<file path="config.mk">
export PLATFORM = sky130hd
export DESIGN_NAME = spi_flash_config_loader
export DESIGN_NICKNAME = d
export VERILOG_FILES = /design/src/rtl/spi_flash_config_loader.sv
export SDC_FILE = /design/constraint.sdc
export NUM_CORES = 1
export LEC_CHECK = 0
export CORE_ASPECT_RATIO = 0.6
export CORE_MARGIN = 1
export CORE_UTILIZATION = 30
export DETAILED_ROUTE_END_ITERATION = 16
export PLACE_DENSITY_LB_ADDON = 0.3
export SYNTH_ARGS = -nofsm -noshare
export SYNTH_HDL_FRONTEND = slang
export SYNTH_SLANG_ARGS = --single-unit
</file>
<file path="constraint.sdc">
create_clock -name clk_i -period 6.4 [get_ports clk_i]
set_input_delay 1.28 -clock clk_i [delete_from_list [all_inputs] [get_ports clk_i]]
set_output_delay 1.28 -clock clk_i [all_outputs]
set_load 0.05 [all_outputs]
</file>
<file path="src/rtl/spi_flash_config_loader.sv">
// spi_flash_config_loader
// Drives the eFPGA configuration write port from two sources: a bitstream
// streamed out of SPI NOR flash (READ 0x03, continuous read, SPI mode 0) and
// 32-bit host words from the USB configuration path. Host words always win
// and cut short any flash load in progress.
// Build option: define FLASH_HEADER_EN to treat the first flash word as a
// header (16'hFAB0 tag in [31:16], load length in [15:0]).
//
// state  | meaning
// IDLE   | cs_o high, waiting for start_i
// CMD    | shifting the 8-bit READ command 0x03
// ADDR   | shifting the 24-bit start address
// DATA   | receiving 32 bits of the current word on SCK rising edges
// STROBE | one cycle: emit (or, with a header, check) the assembled word
// FINISH | one cycle: cs_o high, done_o pulse, back to IDLE
module spi_flash_config_loader #(
  parameter logic [23:0] FLASH_START_ADDR = 24'h100000,
  parameter logic [15:0] WORD_COUNT       = 16'd1024,
  parameter int          SCK_DIV          = 2
) (
  input  logic        clk_i,
  input  logic        reset_n_i,
  input  logic        start_i,
  input  logic [31:0] usb_write_data_i,
  input  logic        usb_write_strobe_i,
  output logic        sck_o,
  output logic        cs_o,
  output logic        pico_o,
  input  logic        poci_i,
  output logic [31:0] efpga_write_data_o,
  output logic        efpga_write_strobe_o,
  output logic        busy_o,
  output logic        done_o,
  output logic        aborted_o
);

  typedef enum logic [2:0] {
    IDLE   = 3'd0,
    CMD    = 3'd1,
    ADDR   = 3'd2,
    DATA   = 3'd3,
    STROBE = 3'd4,
    FINISH = 3'd5
  } state_e;

  localparam int              DIV_W      = (SCK_DIV > 1) ? $clog2(SCK_DIV) : 1;
  localparam logic [DIV_W-1:0] DIV_RELOAD = DIV_W'(SCK_DIV - 1);
  localparam logic [7:0]      CMD_READ   = 8'h03;

  state_e            state_q, state_d;
  logic [DIV_W-1:0]  div_q, div_d;
  logic [4:0]        bit_q, bit_d;
  logic [31:0]       tx_q, tx_d;
  logic [31:0]       rx_q, rx_d;
  logic [15:0]       word_cnt_q, word_cnt_d;
  logic              sck_q, sck_d;
  logic              cs_q, cs_d;
  logic              pico_q, pico_d;
  logic [31:0]       data_q, data_d;
  logic              strobe_q, strobe_d;
  logic              busy_q, busy_d;
  logic              done_q, done_d;
  logic              aborted_q, aborted_d;
  logic [15:0]       load_len;

`ifdef FLASH_HEADER_EN
  logic              hdr_q, hdr_d;
  logic [15:0]       len_q, len_d;
  assign load_len = len_q;
`else
  assign load_len = WORD_COUNT;
`endif

  // State, counters and every output are registered here.
  always_ff @(posedge clk_i or negedge reset_n_i) begin
    if (!reset_n_i) begin
      state_q    <= IDLE;
      div_q      <= '0;
      bit_q      <= '0;
      tx_q       <= '0;
      rx_q       <= '0;
      word_cnt_q <= '0;
      sck_q      <= 1'b0;
      cs_q       <= 1'b1;
      pico_q     <= 1'b0;
      data_q     <= '0;
      strobe_q   <= 1'b0;
      busy_q     <= 1'b0;
      done_q     <= 1'b0;
      aborted_q  <= 1'b0;
`ifdef FLASH_HEADER_EN
      hdr_q      <= 1'b0;
      len_q      <= '0;
`endif
    end else begin
      state_q    <= state_d;
      div_q      <= div_d;
      bit_q      <= bit_d;
      tx_q       <= tx_d;
      rx_q       <= rx_d;
      word_cnt_q <= word_cnt_d;
      sck_q      <= sck_d;
      cs_q       <= cs_d;
      pico_q     <= pico_d;
      data_q     <= data_d;
      strobe_q   <= strobe_d;
      busy_q     <= busy_d;
      done_q     <= done_d;
      aborted_q  <= aborted_d;
`ifdef FLASH_HEADER_EN
      hdr_q      <= hdr_d;
      len_q      <= len_d;
`endif
    end
  end

  // Next-state logic: SPI sequencing, word emission, then host-word override.
  always_comb begin
    state_d    = state_q;
    div_d      = div_q;
    bit_d      = bit_q;
    tx_d       = tx_q;
    rx_d       = rx_q;
    word_cnt_d = word_cnt_q;
    sck_d      = sck_q;
    cs_d       = cs_q;
    pico_d     = pico_q;
    data_d     = data_q;
    strobe_d   = 1'b0;
    busy_d     = busy_q;
    done_d     = 1'b0;
    aborted_d  = 1'b0;
`ifdef FLASH_HEADER_EN
    hdr_d      = hdr_q;
    len_d      = len_q;
`endif

    case (state_q)
      IDLE: begin
        if (start_i && !usb_write_strobe_i) begin
          state_d    = CMD;
          cs_d       = 1'b0;
          busy_d     = 1'b1;
          sck_d      = 1'b0;
          div_d      = DIV_RELOAD;
          bit_d      = 5'd7;
          tx_d       = {CMD_READ, FLASH_START_ADDR};
          pico_d     = CMD_READ[7];
          word_cnt_d = '0;
`ifdef FLASH_HEADER_EN
          hdr_d      = 1'b1;
`endif
        end
      end

      CMD, ADDR, DATA: begin
        if (div_q != '0) begin
          div_d = div_q - DIV_W'(1);
        end else begin
          div_d = DIV_RELOAD;
          if (!sck_q) begin
            // Rising edge: the flash has held poci_i stable since the last fall.
            sck_d = 1'b1;
            if (state_q == DATA) begin
              rx_d = {rx_q[30:0], poci_i};
            end
          end else begin
            // Falling edge: advance pico_o so it settles a full half-period early.
            sck_d = 1'b0;
            if (bit_q != 5'd0) begin
              bit_d = bit_q - 5'd1;
              if (state_q != DATA) begin
                tx_d   = tx_q << 1;
                pico_d = tx_q[30];
              end
            end else if (state_q == CMD) begin
              state_d = ADDR;
              bit_d   = 5'd23;
              tx_d    = tx_q << 1;
              pico_d  = tx_q[30];
            end else if (state_q == ADDR) begin
              state_d = DATA;
              bit_d   = 5'd31;
              pico_d  = 1'b0;
            end else begin
              state_d = STROBE;
            end
          end
        end
      end

      STROBE: begin
        div_d = DIV_RELOAD;
        bit_d = 5'd31;
`ifdef FLASH_HEADER_EN
        if (hdr_q) begin
          hdr_d = 1'b0;
          if (rx_q[31:16] != 16'hFAB0 || rx_q[15:0] == 16'd0) begin
            state_d   = IDLE;
            cs_d      = 1'b1;
            sck_d     = 1'b0;
            busy_d    = 1'b0;
            aborted_d = 1'b1;
          end else begin
            len_d   = rx_q[15:0];
            state_d = DATA;
          end
        end else
`endif
        begin
          data_d     = rx_q;
          strobe_d   = 1'b1;
          word_cnt_d = word_cnt_q + 16'd1;
          if (word_cnt_d == load_len) begin
            state_d = FINISH;
            cs_d    = 1'b1;
            sck_d   = 1'b0;
            busy_d  = 1'b0;
            done_d  = 1'b1;
          end else begin
            state_d = DATA;
          end
        end
      end

      FINISH: begin
        state_d    = IDLE;
        word_cnt_d = '0;
        bit_d      = '0;
        div_d      = '0;
      end

      default: begin
        state_d = IDLE;
        cs_d    = 1'b1;
        sck_d   = 1'b0;
        busy_d  = 1'b0;
      end
    endcase

    // A host word always goes out next cycle; during a load it also ends it,
    // discarding any partly assembled or just-completed flash word.
    if (usb_write_strobe_i) begin
      data_d   = usb_write_data_i;
      strobe_d = 1'b1;
      if (busy_q) begin
        state_d   = IDLE;
        cs_d      = 1'b1;
        sck_d     = 1'b0;
        pico_d    = 1'b0;
        busy_d    = 1'b0;
        done_d    = 1'b0;
        aborted_d = 1'b1;
      end
    end
  end

  assign sck_o                = sck_q;
  assign cs_o                 = cs_q;
  assign pico_o               = pico_q;
  assign efpga_write_data_o   = data_q;
  assign efpga_write_strobe_o = strobe_q;
  assign busy_o               = busy_q;
  assign done_o               = done_q;
  assign aborted_o            = aborted_q;

endmodule

</file>
==> results.txt, run 1 <==
Area Growth Syn to Fin: 23.5%
Hpwl dp: 7660 um
Row Count: 36
Distinct cells, synth: 57
Die ar.: 17600 um2
Synth warn: 0
Root Driver: clkbuf_16
Top Family by Delay on Critical Path: buffers and inverters
Top Ports: 76
Final WL: 11300 um
Placer congestion estimate: 0.768
CTS buffer count: 9
Largest net degree at the start of global routing: 69
Post-synth EDFFs: 0
Predominant post-synthesis flop cell: dfrtp_1
Ys async rst share: 100%
CTS Hold Bufs: 0
Initial antenna violation count: 0
Cell chain of the critical path: clkdlybuf4s50_1
Crit path DAT: 1.73 ns
PD cells: 279 nW/um2
Setup Crit Path Kind: register to output pin
Grt ovf: 0
Count of pins over their slew limit: 0
Area leader, netlist: dfrtp_1
Crit-path max cell delay: 0.82 ns
Tmin final: 3.01 ns
First drt pass iteration count: 4
Remaining antenna violation count after routing: 0
Clk slew on worst S/H paths: 0.07 ns
Cells after synthesis: 482
Global-route wire length before repair: 18900 um
Worst slack, placed: 3.06 ns
Clock Latency Late Sink: 0.35 ns
Worst clock skew: 0.0105 ns
Number of global-route vias before repair: 3637
Worst Tran Pin Value: 1.12 ns
RSZ-0062 raised after global routing: no
Syn avg cell area: 10.6 um2
Critical path launch point: cs_o$_DFF_PN1_
Final #Nets: 581
Most frequent cell after synthesis: dfrtp_1
Initial core utilization: 31.1%
Post-cts repair resize count: 0
Diode count: 0
Core Box Area: 16400 um2
Total negative slack: 0 ns
Critical R2R Launch: state_q[2]$_DFF_PN0_
CP startpoint kind: register
Post-Syn Nets: 524
Top-area cell type share of the netlist area: 51.8%
CTS tree: yes
Kind of end point of the critical path: output pin
Via count: 3704
Worst Hold Class: register to register
# Post-CTS Setup Buffers: 0
Remaining DRCs: 0
Bufs and invs on worst path: 1
Top cells by area, synth: dfrtp_1 52%, mux2_2 7.3%, mux2i_1 6.3%, o21ai_0 5.8%, nand2_1 3.9%
Hold Violations, Final: 0
Global-route usage over all layers: 13.7%
Max Freq: 332 MHz
Vias per inst: 4.80
Share of cells above drive strength 1: 12.5%
Die H: 103 um
Relative slew slack: 24.6%
Fin worst setup slack: 3.39 ns
Initial DRC count: 188
Crit path max fanout: 3
Port Buffer Count: 75
Post-synthesis sequential area ratio: 52.3%
Leak: 0.00293 uW
Max VDD drop: 0.000151 V
Final setup fails: 0
Die X-Extent: 171 um
Max Buffers Root-to-Sink: 2
R2r setup slk: 3.55 ns
Mapped Area: 5120 um2
Worst Path Required: 5.12 ns
H-tree lvl count: 3
Clock Sink Count: 107
Register bit total from synthesis: 107
Status: finished clean
Max Cap Viol: 0
Avg WL per Cell: 14.7 um
Hold wc startpoint: tx_q[29]$_DFFE_PN0P_
Commonest cells post-synth: 106 x dfrtp_1, 59 x o21ai_0, 53 x nand2_1
Slowest stage cell on the critical path: clkdlybuf4s50_1
Period utilization: 47.1%
==> power breakdown <==
group          leakage (uW)  internal, uW  switching (uW)
Combinational       0.00140           153             247
Sequential          0.00139           749            75.0
Clock              0.000142           274             268
==> worst paths after layout <==
check                                              to  cells past startpoint
max                                              cs_o                      1
max in group asynchronous   word_cnt_q[5]$_DFFE_PN0P_                      2
min                              tx_q[30]$_DFFE_PN0P_                      1
min in group asynchronous            done_o$_DFF_PN0_                      1
max reg2reg                word_cnt_q[14]$_DFFE_PN0P_                      4
min reg2reg                      tx_q[30]$_DFFE_PN0P_                      1
==> flip-flops by register name, indices dropped and copies added (netlist names) <==
name / flops
efpga_write_data_o: 32
rx_q: 32
word_cnt_q: 16
tx_q: 11
bit_q: 5
state_q: 3
aborted_o: 1
busy_o: 1
cs_o: 1
div_q: 1
done_o: 1
efpga_write_strobe_o: 1
pico_o: 1
sck_o: 1
==> stage by stage <==
stage                     instances  total power, uW  area [um2]  utilization (%)  hold WS, ns
after global placement          756             1230        6030             36.7        0.482
after global routing            772             1860        6320             38.4        0.524
after floorplan                 482             1090        5120                -        0.466
after CTS                       772             1790        6320             38.4        0.501
after detailed placement        756             1240        6030             36.7        0.485
final                           772             1770        6320             38.4        0.503
==> logic make-up after synthesis <==
kind of cell,count (synthesis),share of synthesized area (%)
AOI/OAI and AO/OA,127,15.4
buffers and inverters,44,3.79
adders and majority gates,5,1.22
DFF,107,52.3
and+or+nand+nor,127,12.4
muxes,66,13.8
xor gates and xnor gates,6,1.03
==> area by class of cell <==
class	count	area [um2]
Inverter	11	41.3
Timing Repair Buffer	79	773
Sequential cell	107	2680
Multi-Input combinational cell	331	2250
Clock inverter	6	58.8
Tap cell	228	285
Fill cell	1613	10100
Clock buffer	10	229
==> worst reg2reg max path, delay by kind of cell (launching register included) <==
kind	cells	cell delay (ns)
AOI/OAI and AO/OA	1	0.28
DFF	1	0.77
and+or+nand+nor	2	1.25
buffers and inverters	1	0.47
==> per-layer routing <==
layer  vias up  wire length [um]  GRT usage [%]
met4         0                64           3.05
met5         -                 0              0
met3         6               530           4.00
met2        70              4610           18.9
met1      1793              6140           20.8
li1       1835                 -              -
==> layout by cell type, fill, tap and decap left out, types with 2 or more instances in the layout <==
master and count:
nor2b_1 3, buf_4 5, a21oi_1 27, nor4_1 2, clkdlybuf4s50_1 73, o211ai_1 2, mux2_2 33, xor2_1 2
nand3b_1 2, and2_1 2, a22oi_1 2, clkbuf_16 9, a311oi_1 2, inv_6 2, a22o_1 9, ha_1 5
dfrtp_1 106, xnor2_1 4, nand3_1 7, nor2_1 20, a21o_1 4, a211o_1 2, mux2i_1 32, o21a_1 2
nand2b_1 6, o21ai_0 59, a31oi_1 4, nand4_1 9, nand2_1 52, nor3_1 9, inv_1 10, o31ai_1 4
and4_1 4
Note: power is estimated with default switching activity, not from simulation.
==> run 2: changes to the inputs <==
==> constraint.sdc (replaced) <==
create_clock -name clk_i -period 2.4 [get_ports clk_i]
set_input_delay 0.48 -clock clk_i [delete_from_list [all_inputs] [get_ports clk_i]]
set_output_delay 0.48 -clock clk_i [all_outputs]
set_load 0.05 [all_outputs]
==> results.txt, run 2 (synthesis gave the netlist of run 1 again) <==
Status: finished clean
Final hold slack: 0.00797 ns (-0.495 ns)
Max VDD drop: 0.000357 V (+140%)
Grt met1 use: 20.4% (-0.39 points)
Top Usage Layer GRT: met1
R2r endpoint: bit_q[2]$_DFFE_PN0P_
# Post-CTS Setup Buffers: 0 (unchanged)
Commonest non-fill, non-tap cell in the layout: dfrtp_1
Worst Hold Class: input pin to async pin
Fin worst setup slack: 0.171 ns (-3.22 ns)
R2r setup slk: 0.18 ns (-3.37 ns)
GR Layer Usage met2: 19.0% (+0.16 points)
Initial DRC count: 221 (+18%)
Global-route wire length before repair: 18800 um (-0.15%)
H-tree lvl count: 3 (unchanged)
Largest net degree at the start of global routing: 54 (-22%)
M3 GR Usage: 3.96% (-0.038 points)
Cell chain of the critical path: clkdlybuf4s50_1
Row Count: 36 (unchanged)
Max Buffers Root-to-Sink: 2 (unchanged)
FF-to-FF path depth: 8 (+4)
CP Depth: 1 (unchanged)
Top Ports: 76 (unchanged)
Kind of end point of the critical path: output pin
Hold Violations, Final: 0 (unchanged)
Relative slew slack: 59.2% (+35 points)
Initial antenna violation count: 0 (unchanged)
Remaining antenna violation count after routing: 0 (unchanged)
RSZ-0062 raised after global routing: no
CTS tree: yes
Root Driver: clkbuf_16
Global-route usage over all layers: 13.7% (+0.041 points)
Die ar.: 17600 um2 (unchanged)
Dpl cell area: 6130 um2 (+1.6%)
Die X-Extent: 171 um (unchanged)
Worst Tran Pin Value: 0.604 ns (-0.515 ns)
Slowest stage cell on the critical path: clkdlybuf4s50_1
Commonest cells after routing, fill and taps aside: 104 x dfrtp_1, 73 x clkdlybuf4s50_1, 59 x o21ai_0
Crit path DAT: 1.75 ns (+0.02 ns)
Final setup fails: 0 (unchanged)
Bufs and invs on worst path: 1 (unchanged)
Worst clock skew: 0.0121 ns (+0.00163 ns)
Final #Nets: 591 (+1.7%)
Max Freq: 449 MHz
Crit path max fanout: 3 (unchanged)
Clock Sink Count: 107 (unchanged)
PD cells: 766 nW/um2 (+170%)
Initial core utilization: 31.1% (unchanged)
Area Growth Syn to Fin: 26.4%
Core Box Area: 16400 um2 (unchanged)
CP startpoint kind: register
Final instance area: 6470 um2 (+2.4%)
CTS Hold Bufs: 0 (unchanged)
Grt ovf: 0 (unchanged)
Crit-path max cell delay: 0.82 ns (about the same)
Final WL: 11500 um (+1.7%)
Share of cells above drive strength 1: 14.6% (+2.1 points)
Period utilization: 92.9%
Fin util: 39.4% (+0.91 points)
Post-cts repair resize count: 0 (unchanged)
Placer congestion estimate: 0.779 (+1.4%)
Count of pins over their slew limit: 0 (unchanged)
Worst slack, placed: 0.157 ns (-2.90 ns)
Port Buffer Count: 75 (unchanged)
Top Family by Delay on Critical Path: buffers and inverters
Vias per inst: 4.82 (+0.48%)
Max Cap Viol: 0 (unchanged)
Diode count: 0 (unchanged)
Number of global-route vias before repair: 3648 (+0.30%)
Clk slew on worst S/H paths: 0.09 ns (+0.02 ns)
Avg WL per Cell: 14.8 um (+0.42%)
Hpwl dp: 7960 um (+3.8%)
Setup Crit Path Kind: register to output pin
Total negative slack: 0 ns (unchanged)
Tmin final: 2.23 ns
First drt pass iteration count: 4 (unchanged)
Clock Latency Late Sink: 0.36 ns (about the same)
Via count: 3770 (+1.8%)
Leak: 0.00301 uW (+2.5%)
CTS buffer count: 9 (unchanged)
Die H: 103 um (unchanged)
Worst Path Required: 1.92 ns (-3.20 ns)
Critical R2R Launch: bit_q[0]$_DFFE_PN0P_
Remaining DRCs: 0 (unchanged)
## run 2: through the flow
stage	total power, uW	instances
floorplan	2910	482
global placement	3310	766
detailed placement	3320	766
CTS	5010	782
global route	5200	782
finish	4950	782
## run 2: how the worst max path moves through the flow
stage,start,end,slack (ns)
finish,cs_o$_DFF_PN1_,cs_o,0.17
global route,bit_q[0]$_DFFE_PN0P_,bit_q[3]$_DFFE_PN0P_,0.01
CTS,word_cnt_q[0]$_DFFE_PN0P_,sck_o$_DFF_PN0_,0.14
detailed placement,start_i,word_cnt_q[9]$_DFFE_PN0P_,0.16
global placement,start_i,word_cnt_q[11]$_DFFE_PN0P_,0.24
floorplan,word_cnt_q[0]$_DFFE_PN0P_,sck_o$_DFF_PN0_,0.34
## run 2: power by group
group,total [uW],internal (uW),switching [uW]
Sequential,2190,2000,197
Clock,1660,865,792
Combinational,1100,434,669
Total,4950,3300,1660
## run 2: cell type report
type	count	area, um2
fillers	1596	9970
flip-flops and latches	107	2680
multi-input cells	331	2250
repair buffers	89	873
well taps	228	285
clock buffers	9	225
clock inverters	7	113
inverters	11	41.3
## run 2: routing by layer
metal | wire (um) | share of wire (%) | up-vias
met3 | 604 | 5.2 | 10
met4 | 95 | 0.82 | 0
li1 | - | - | 1858
met5 | 0 | 0 | -
met2 | 4640 | 40 | 84
met1 | 6200 | 54 | 1818
